## src/rtl/tdm_bit_distributor_pkg.sv

```systemverilog
// Shared definitions for the TDM bit distributor.
//   NCH           : number of output channels
//   mode_e        : SCAN (rotating pointer) / FIXED (address from sel)
//   onehot_to_idx : converts an 8-bit one-hot pointer to its 3-bit index
package tdm_bit_distributor_pkg;

  localparam int unsigned NCH = 8;

  typedef enum logic {
    SCAN  = 1'b0,
    FIXED = 1'b1
  } mode_e;

  function automatic logic [2:0] onehot_to_idx(input logic [NCH-1:0] oh);
    logic [2:0] idx;
    idx = '0;
    for (int unsigned i = 0; i < NCH; i++) begin
      if (oh[i]) idx = 3'(i);
    end
    return idx;
  endfunction

endpackage

```

## src/rtl/tdm_bit_distributor_tick_gen.sv

```systemverilog
// Free-running divider producing a single-cycle enable every DIV clocks.
//   clk     : system clock
//   rst_n   : synchronous active-low reset (counter cleared to 0)
//   tick_en : high while counter == DIV-1 (combinational)
module tick_gen #(
  parameter int unsigned DIV = 4194304,
  parameter int unsigned CW  = 22
) (
  input  logic clk,
  input  logic rst_n,
  output logic tick_en
);

  localparam logic [CW-1:0] LAST = CW'(DIV - 1);

  logic [CW-1:0] cnt;

  assign tick_en = (cnt == LAST);

  always_ff @(posedge clk) begin
    if (!rst_n) begin
      cnt <= '0;
    end else if (tick_en) begin
      cnt <= '0;
    end else begin
      cnt <= cnt + CW'(1);
    end
  end

endmodule

```

## src/rtl/tdm_bit_distributor.sv

```systemverilog
// 1-to-8 serial demultiplexer with per-channel storage and frame reassembly.
//   clk        : system clock
//   rst_n      : synchronous active-low reset
//   din        : serial data bit, sampled once per tick
//   mode       : 0 = scan (rotating pointer), 1 = fixed (channel from sel)
//   sel        : channel address used in fixed mode
//   ch_onehot  : current channel pointer (one-hot)
//   dout       : per-channel latched data
//   frame_data : last completed 8-bit frame
//   frame_done : one-cycle pulse when frame_data updates
//   tick       : one-cycle strobe the cycle after each sample edge
module tdm_bit_distributor
  import tdm_bit_distributor_pkg::*;
#(
  parameter int unsigned DIV = 4194304,
  parameter int unsigned CW  = 22
) (
  input  logic           clk,
  input  logic           rst_n,
  input  logic           din,
  input  logic           mode,
  input  logic [2:0]     sel,
  output logic [NCH-1:0] ch_onehot,
  output logic [NCH-1:0] dout,
  output logic [NCH-1:0] frame_data,
  output logic           frame_done,
  output logic           tick
);

  logic       tick_en;
  mode_e      cur_mode;
  logic [2:0] cur_idx;

  tick_gen #(
    .DIV (DIV),
    .CW  (CW)
  ) u_tick_gen (
    .clk     (clk),
    .rst_n   (rst_n),
    .tick_en (tick_en)
  );

  always_comb begin
    cur_mode = mode_e'(mode);
    cur_idx  = onehot_to_idx(ch_onehot);
  end

  always_ff @(posedge clk) begin
    if (!rst_n) begin
      ch_onehot  <= NCH'(1);
      dout       <= '0;
      frame_data <= '0;
      frame_done <= 1'b0;
      tick       <= 1'b0;
    end else begin
      tick       <= tick_en;
      frame_done <= 1'b0;
      if (tick_en) begin
        if (cur_mode == FIXED) begin
          dout[sel] <= din;
          ch_onehot <= NCH'(1) << sel;
        end else begin
          dout[cur_idx] <= din;
          ch_onehot     <= {ch_onehot[NCH-2:0], ch_onehot[NCH-1]};
          // Last channel: fold the incoming bit in directly since dout[7]
          // is only updated by this same edge.
          if (cur_idx == 3'd7) begin
            frame_data <= {din, dout[NCH-2:0]};
            frame_done <= 1'b1;
          end
        end
      end
    end
  end

endmodule

```

## config.mk

```make
export PLATFORM = sky130hd
export DESIGN_NAME = tdm_bit_distributor
export DESIGN_NICKNAME = d
export VERILOG_FILES = /design/src/rtl/tdm_bit_distributor_pkg.sv /design/src/rtl/tdm_bit_distributor_tick_gen.sv /design/src/rtl/tdm_bit_distributor.sv
export SDC_FILE = /design/constraint.sdc
export NUM_CORES = 1
export LEC_CHECK = 0
export CORE_MARGIN = 3
export CORE_UTILIZATION = 35
export DETAILED_ROUTE_END_ITERATION = 12
export PLACE_DENSITY_LB_ADDON = 0.25
export SYNTH_ARGS = -nofsm -noshare
export SYNTH_HDL_FRONTEND = slang
export SYNTH_HIERARCHICAL = 1
export SYNTH_SLANG_ARGS = --single-unit
```

## constraint.sdc

```tcl
create_clock -name clk -period 2.9 [get_ports clk]
set_input_delay 0.29 -clock clk [delete_from_list [all_inputs] [get_ports clk]]
set_output_delay 0.29 -clock clk [all_outputs]
set_load 0.01 [all_outputs]
```

-- After elaboration in Yosys (flattened, before gate mapping)
Index checks and enable logic that the tools add are counted.
- bits in registers: 48
- add/subtract/negate cells: 1
- shifts and indexed selects: 1
- muxes and demuxes: 16
- $lt $le $gt $ge: 4
- equality and inequality tests: 2
- reduce and logical (&&, ||, !) cells: 5
- bitwise operators: 3
- operators with widths (kind ; count):
    22-bit by 1-bit adder with 22-bit output (second input constant) ; 1
    22-bit equality test (second input constant) ; 1
    8-bit bitwise mux ; 2
    8-bit two-way mux ; 2
    3-bit two-way mux ; 5
    3-bit by 4-bit < comparator with 1-bit output (second input constant) ; 2
    1-bit by 3-bit << shifter with 8-bit output (first input constant) ; 1
    1-bit demux with 3-bit select ; 2
    3-bit by 1-bit greater-or-equal comparator with 1-bit output (second input constant) ; 2
    1-bit two-way mux ; 4
    3-bit equality test (second input constant) ; 1
    1-bit NOT ; 3
    3-bit AND reduction ; 1
    3-bit OR reduction ; 1
    1-bit logical AND ; 2
    2-bit two-way mux ; 1
    2-bit OR reduction ; 1

-- Logic depth before layout (Yosys ltp)
- depth after elaboration: 13
- depth in mapped cells: 10
- mapped depth without buffers: 7

-- Modules after synthesis
Netlist, hierarchy kept.
- modules (own cells, without submodules) (module ; instances ; seq. area each (µm²) ; cells an instance ; area each (µm²)):
    tdm_bit_distributor ; 1 ; 520.5 ; 137 ; 1127.3
    tick_gen ; 1 ; 440.4 ; 116 ; 1023.5

-- Worst setup path after synthesis
No wires, ideal clock.
- path type: reg2reg
- from: register u_tick_gen.cnt[0]
- to: register ch_onehot[2]
- library setup time: 123 ps
- data required time: 2777 ps
- cell stages (with the launch flop): 11
- arrival time: 2138 ps
- slack: 638 ps
- buffers on the path: 3
- path through: dfxtp_1 > ha_1 > nand3_1 > or4_1 > buf_2 > nor4_1 > clkbuf_2 > buf_2 > inv_1 > a221oi_1 > nor3_1
- cells in the longest elaborated chain, start to end: 1
- ends and longest elaborated chain (what ; line ; text):
    start: declaration ; tdm_bit_distributor_tick_gen.sv:16 ; logic [CW-1:0] cnt;
    start signal: assignment ; tdm_bit_distributor_tick_gen.sv:26 ; cnt <= cnt + CW'(1);
    22-bit equality test ; tdm_bit_distributor_tick_gen.sv:18 ; assign tick_en = (cnt == LAST);
    named net tick_en ; tdm_bit_distributor.sv:30 ; logic tick_en;
    end signal: assignment ; tdm_bit_distributor.sv:61 ; ch_onehot <= NCH'(1) << sel;
    end signal: assignment ; tdm_bit_distributor.sv:64 ; ch_onehot <= {ch_onehot[NCH-2:0], ch_onehot[NCH-1]};
    end: declaration ; tdm_bit_distributor.sv:23 ; output logic [NCH-1:0] ch_onehot,
The timed path passes the listed nets, and every way through them passes these cells.
A chain may end at the register's enable or synchronous reset.

-- Worst setup path after layout
- from: register u_tick_gen.cnt[0]
- to: register dout[0]
- cells in the longest elaborated chain, start to end: 1
- ends and longest elaborated chain (what ; line ; text):
    22-bit equality test ; tdm_bit_distributor_tick_gen.sv:18 ;
    named net tick_en ; tdm_bit_distributor.sv:30 ;
    end signal: indexed assignment ; tdm_bit_distributor.sv:60 ; dout[sel] <= din;
    end signal: indexed assignment ; tdm_bit_distributor.sv:63 ; dout[cur_idx] <= din;
    end: declaration ; tdm_bit_distributor.sv:24 ; output logic [NCH-1:0] dout,
The timed path passes the listed nets, and every way through them passes these cells.

==> results.cfg <==
[run_status]
outcome = complete, no violations

[yosys]
synth_edf_count = 0
synth_compound_area_frac = 0.145
postSynthCellCount = 253
synth_seq_area_share = 0.447
synthArstFlopShare = 0
synth_top_cells_by_area = dfxtp_1 (45%), a21oi_1 (6.1%), nand3_1 (4.7%)
synth_xor_area_frac = 0.0570
synth_top_area_share = 0.447
synth_area_per_cell_um2 = 8.50
synth.distinct_cells = 44
synthSimpleGateAreaFrac = 0.272
synth-adder-area-share = 0.00582
synth-warning-count = 6
netlist_area_mm2 = 0.00215
synth.most_common_cell = dfxtp_1
ys.flop_type = dfxtp_1
ys_ff_latch = 48
ys_top_cells_by_count = dfxtp_1 (48), a21oi_1 (26), nor2_1 (26)
synthMuxAreaShare = 0.0332
syn-num-nets = 261
synth_top_family_by_area = simple AND/OR/NAND/NOR gates
yosysTopAreaCell = dfxtp_1

[timing]
fmax_mhz = 421
setup_tns_ns = 0
period_needed_ns = 2.37
clock_skew_ns = 0.00966
finalHoldViolations = 0
slew_viol_final = 0
finalSetupViolations = 0
final.period_utilization = 0.819
maxSlewHeadroom = 0.529
worstMarginPinSlew_ns = 0.706
rsz0062_at_grt = false

[clocking]
numCtsBuffers = 5
cts_tree = done
clkTransAtPathRegs_ns = 0.09
htree_levels = 2
clock_sinks = 48
clk_latency_ns = 0.30
clockRootBuffer = clkbuf_8
ctsHoldBuffers = 0
cts_buffer_depth = 2
cts_resized = 0
post_cts_buffers = 0

[floorplan]
die_h_um = 84.4
core_area_mm2 = 0.00571
num_rows = 27
start_util = 0.377
ios = 33
dieArea_mm2 = 0.00712
die_w_um = 84.4

[power_and_ir_drop]
p_leak_nw = 0.968
irDropWorstVdd_mv = 0.223
p_per_area_mw_per_mm2 = 483

[setup_path]
end_kind = flip-flop
cp.buffers_inverters = 1
worst-endpoint-required_ns = 3.11
cp_cell_sequence = ha_1 -> nand3_1 -> or4_1 -> nor4_2 -> buf_12 -> nand3_1 -> and3_1 -> o21a_1
cp_slowest_stage_delay_ns = 0.49
worstPathMaxFanout = 34
reg2reg_from = u_tick_gen/cnt[0]
cp_top_family = simple AND/OR/NAND/NOR gates
arrival_ns = 2.58
critPathMostFrequentCell = nand3_1
critical_path_class = flip-flop to flip-flop
start_kind = flip-flop
crit_start = u_tick_gen/cnt[0]
cpMaxStageDelayCell = or4_1

[global_routing]
grt_first_pass_wirelength_um = 7760
grt_max_degree = 35
antenna_found_initial = 0
grtUsageTotal = 0.130
grt_pass1_vias = 1688
overflow = 0

[detailed_routing]
vias = 1868
viasPerCell = 5.22
drtPass1Iterations = 4
ant_nets = 0
wl_um = 4630
dr.first_iter.drc_count = 88
drc = 0
wl_per_cell_um = 12.9

[cells_and_area]
final_net_count = 293
fin_area_mm2 = 0.00270
syn2layout_area_growth_pct = 25.4
diodes = 0
drive_above_1_share = 0.0699

[placement]
io_buffer_count = 32
place_area_mm2 = 0.00256
place.gp.congestion = 0.823
dpl.hpwl_um = 3290

[flow_run]
maxCapViolCount = 0

[hold_path]
min_from = frame_data[1]
hold_path_class = flip-flop to flip-flop
[cell usage in the layout (no fill, tap or decap), types with 2 or more instances in the layout]
master and n:
and4b_1 2, inv_1 10, buf_4 3, or4_1 4, mux2i_1 6, o21ai_1 2
nand4_1 7, and4_1 2, clkdlybuf4s50_1 32, o211ai_1 2, nand3_1 20, o21ai_0 10
xnor2_1 10, nor2_1 26, or3_1 4, dfxtp_1 48, nor4_1 4, xor2_1 4
a21oi_1 26, a31oi_1 2, nor3_1 5, clkbuf_8 5, nand2_1 24, nor2b_1 3
bufinv_16 2
[layer usage]
layer | vias up | wire length [um] | global-route usage
met2 | 37 | 2190 | 0.219
met3 | 5 | 217 | 0.0285
met5 | - | 0 | 0
met4 | 0 | 44 | 0.0388
li1 | 959 | - | -
met1 | 867 | 2170 | 0.167
[area by class of cell]
type	count	area (um^2)
repair buffers	36	363
clock buffers	5	68.8
well taps	72	90.1
inverters	10	37.5
clock inverters	3	68.8
fillers	576	3010
multi-input cells	184	1110
flip-flops and latches	48	961
[kinds of logic (layout without fill, tap and decap cells)]
kind of cell             after synthesis  after routing
adder cells (fa/ha/maj)                1              1
buffers and inverters                 21             54
AO/OA/AOI/OAI                         51             51
XOR/XNOR                              14             14
flip-flops                            48             48
multiplexers                           7              7
AND/OR/NAND/NOR                      111            111
[worst paths after layout]
path                    to  slack (ns)  depth (start not counted)
max                dout[0]        0.53                          8
min          frame_data[1]        0.46                          2
min reg2reg  frame_data[1]        0.46                          2
max reg2reg        dout[0]        0.53                          8
[state kept, by name (all words and copies together), names as in the netlist]
name            flops
tick                1
frame_done          1
u_tick_gen/cnt     22
ch_onehot           8
dout                8
frame_data          8
[report_power, final]
group | internal [mW] | switching (mW)
sequential | 0.665 | 0.00622
combinational | 0.0207 | 0.0329
clock | 0.347 | 0.231
[stage by stage]
step | cells | total power, mW | util | worst slack [ns] | hold slack, ns
2_1_floorplan | 253 | 0.716 | - | 0.638 | 0.423
3_3_place_gp | 350 | 0.740 | 0.448 | 0.614 | 0.445
3_5_place_dp | 350 | 0.740 | 0.448 | 0.551 | 0.448
4_1_cts | 358 | 1.32 | 0.472 | 0.539 | 0.463
5_1_grt | 358 | 1.36 | 0.472 | 0.358 | 0.481
6_report | 358 | 1.30 | 0.472 | 0.525 | 0.461
[worst min-delay path, cell delays in order (launching register included)]
cell and delay (ns):
dfxtp_1 0.32, nand2_1 0.05, a21oi_1 0.05
Note: power is estimated with default switching activity, not from simulation.
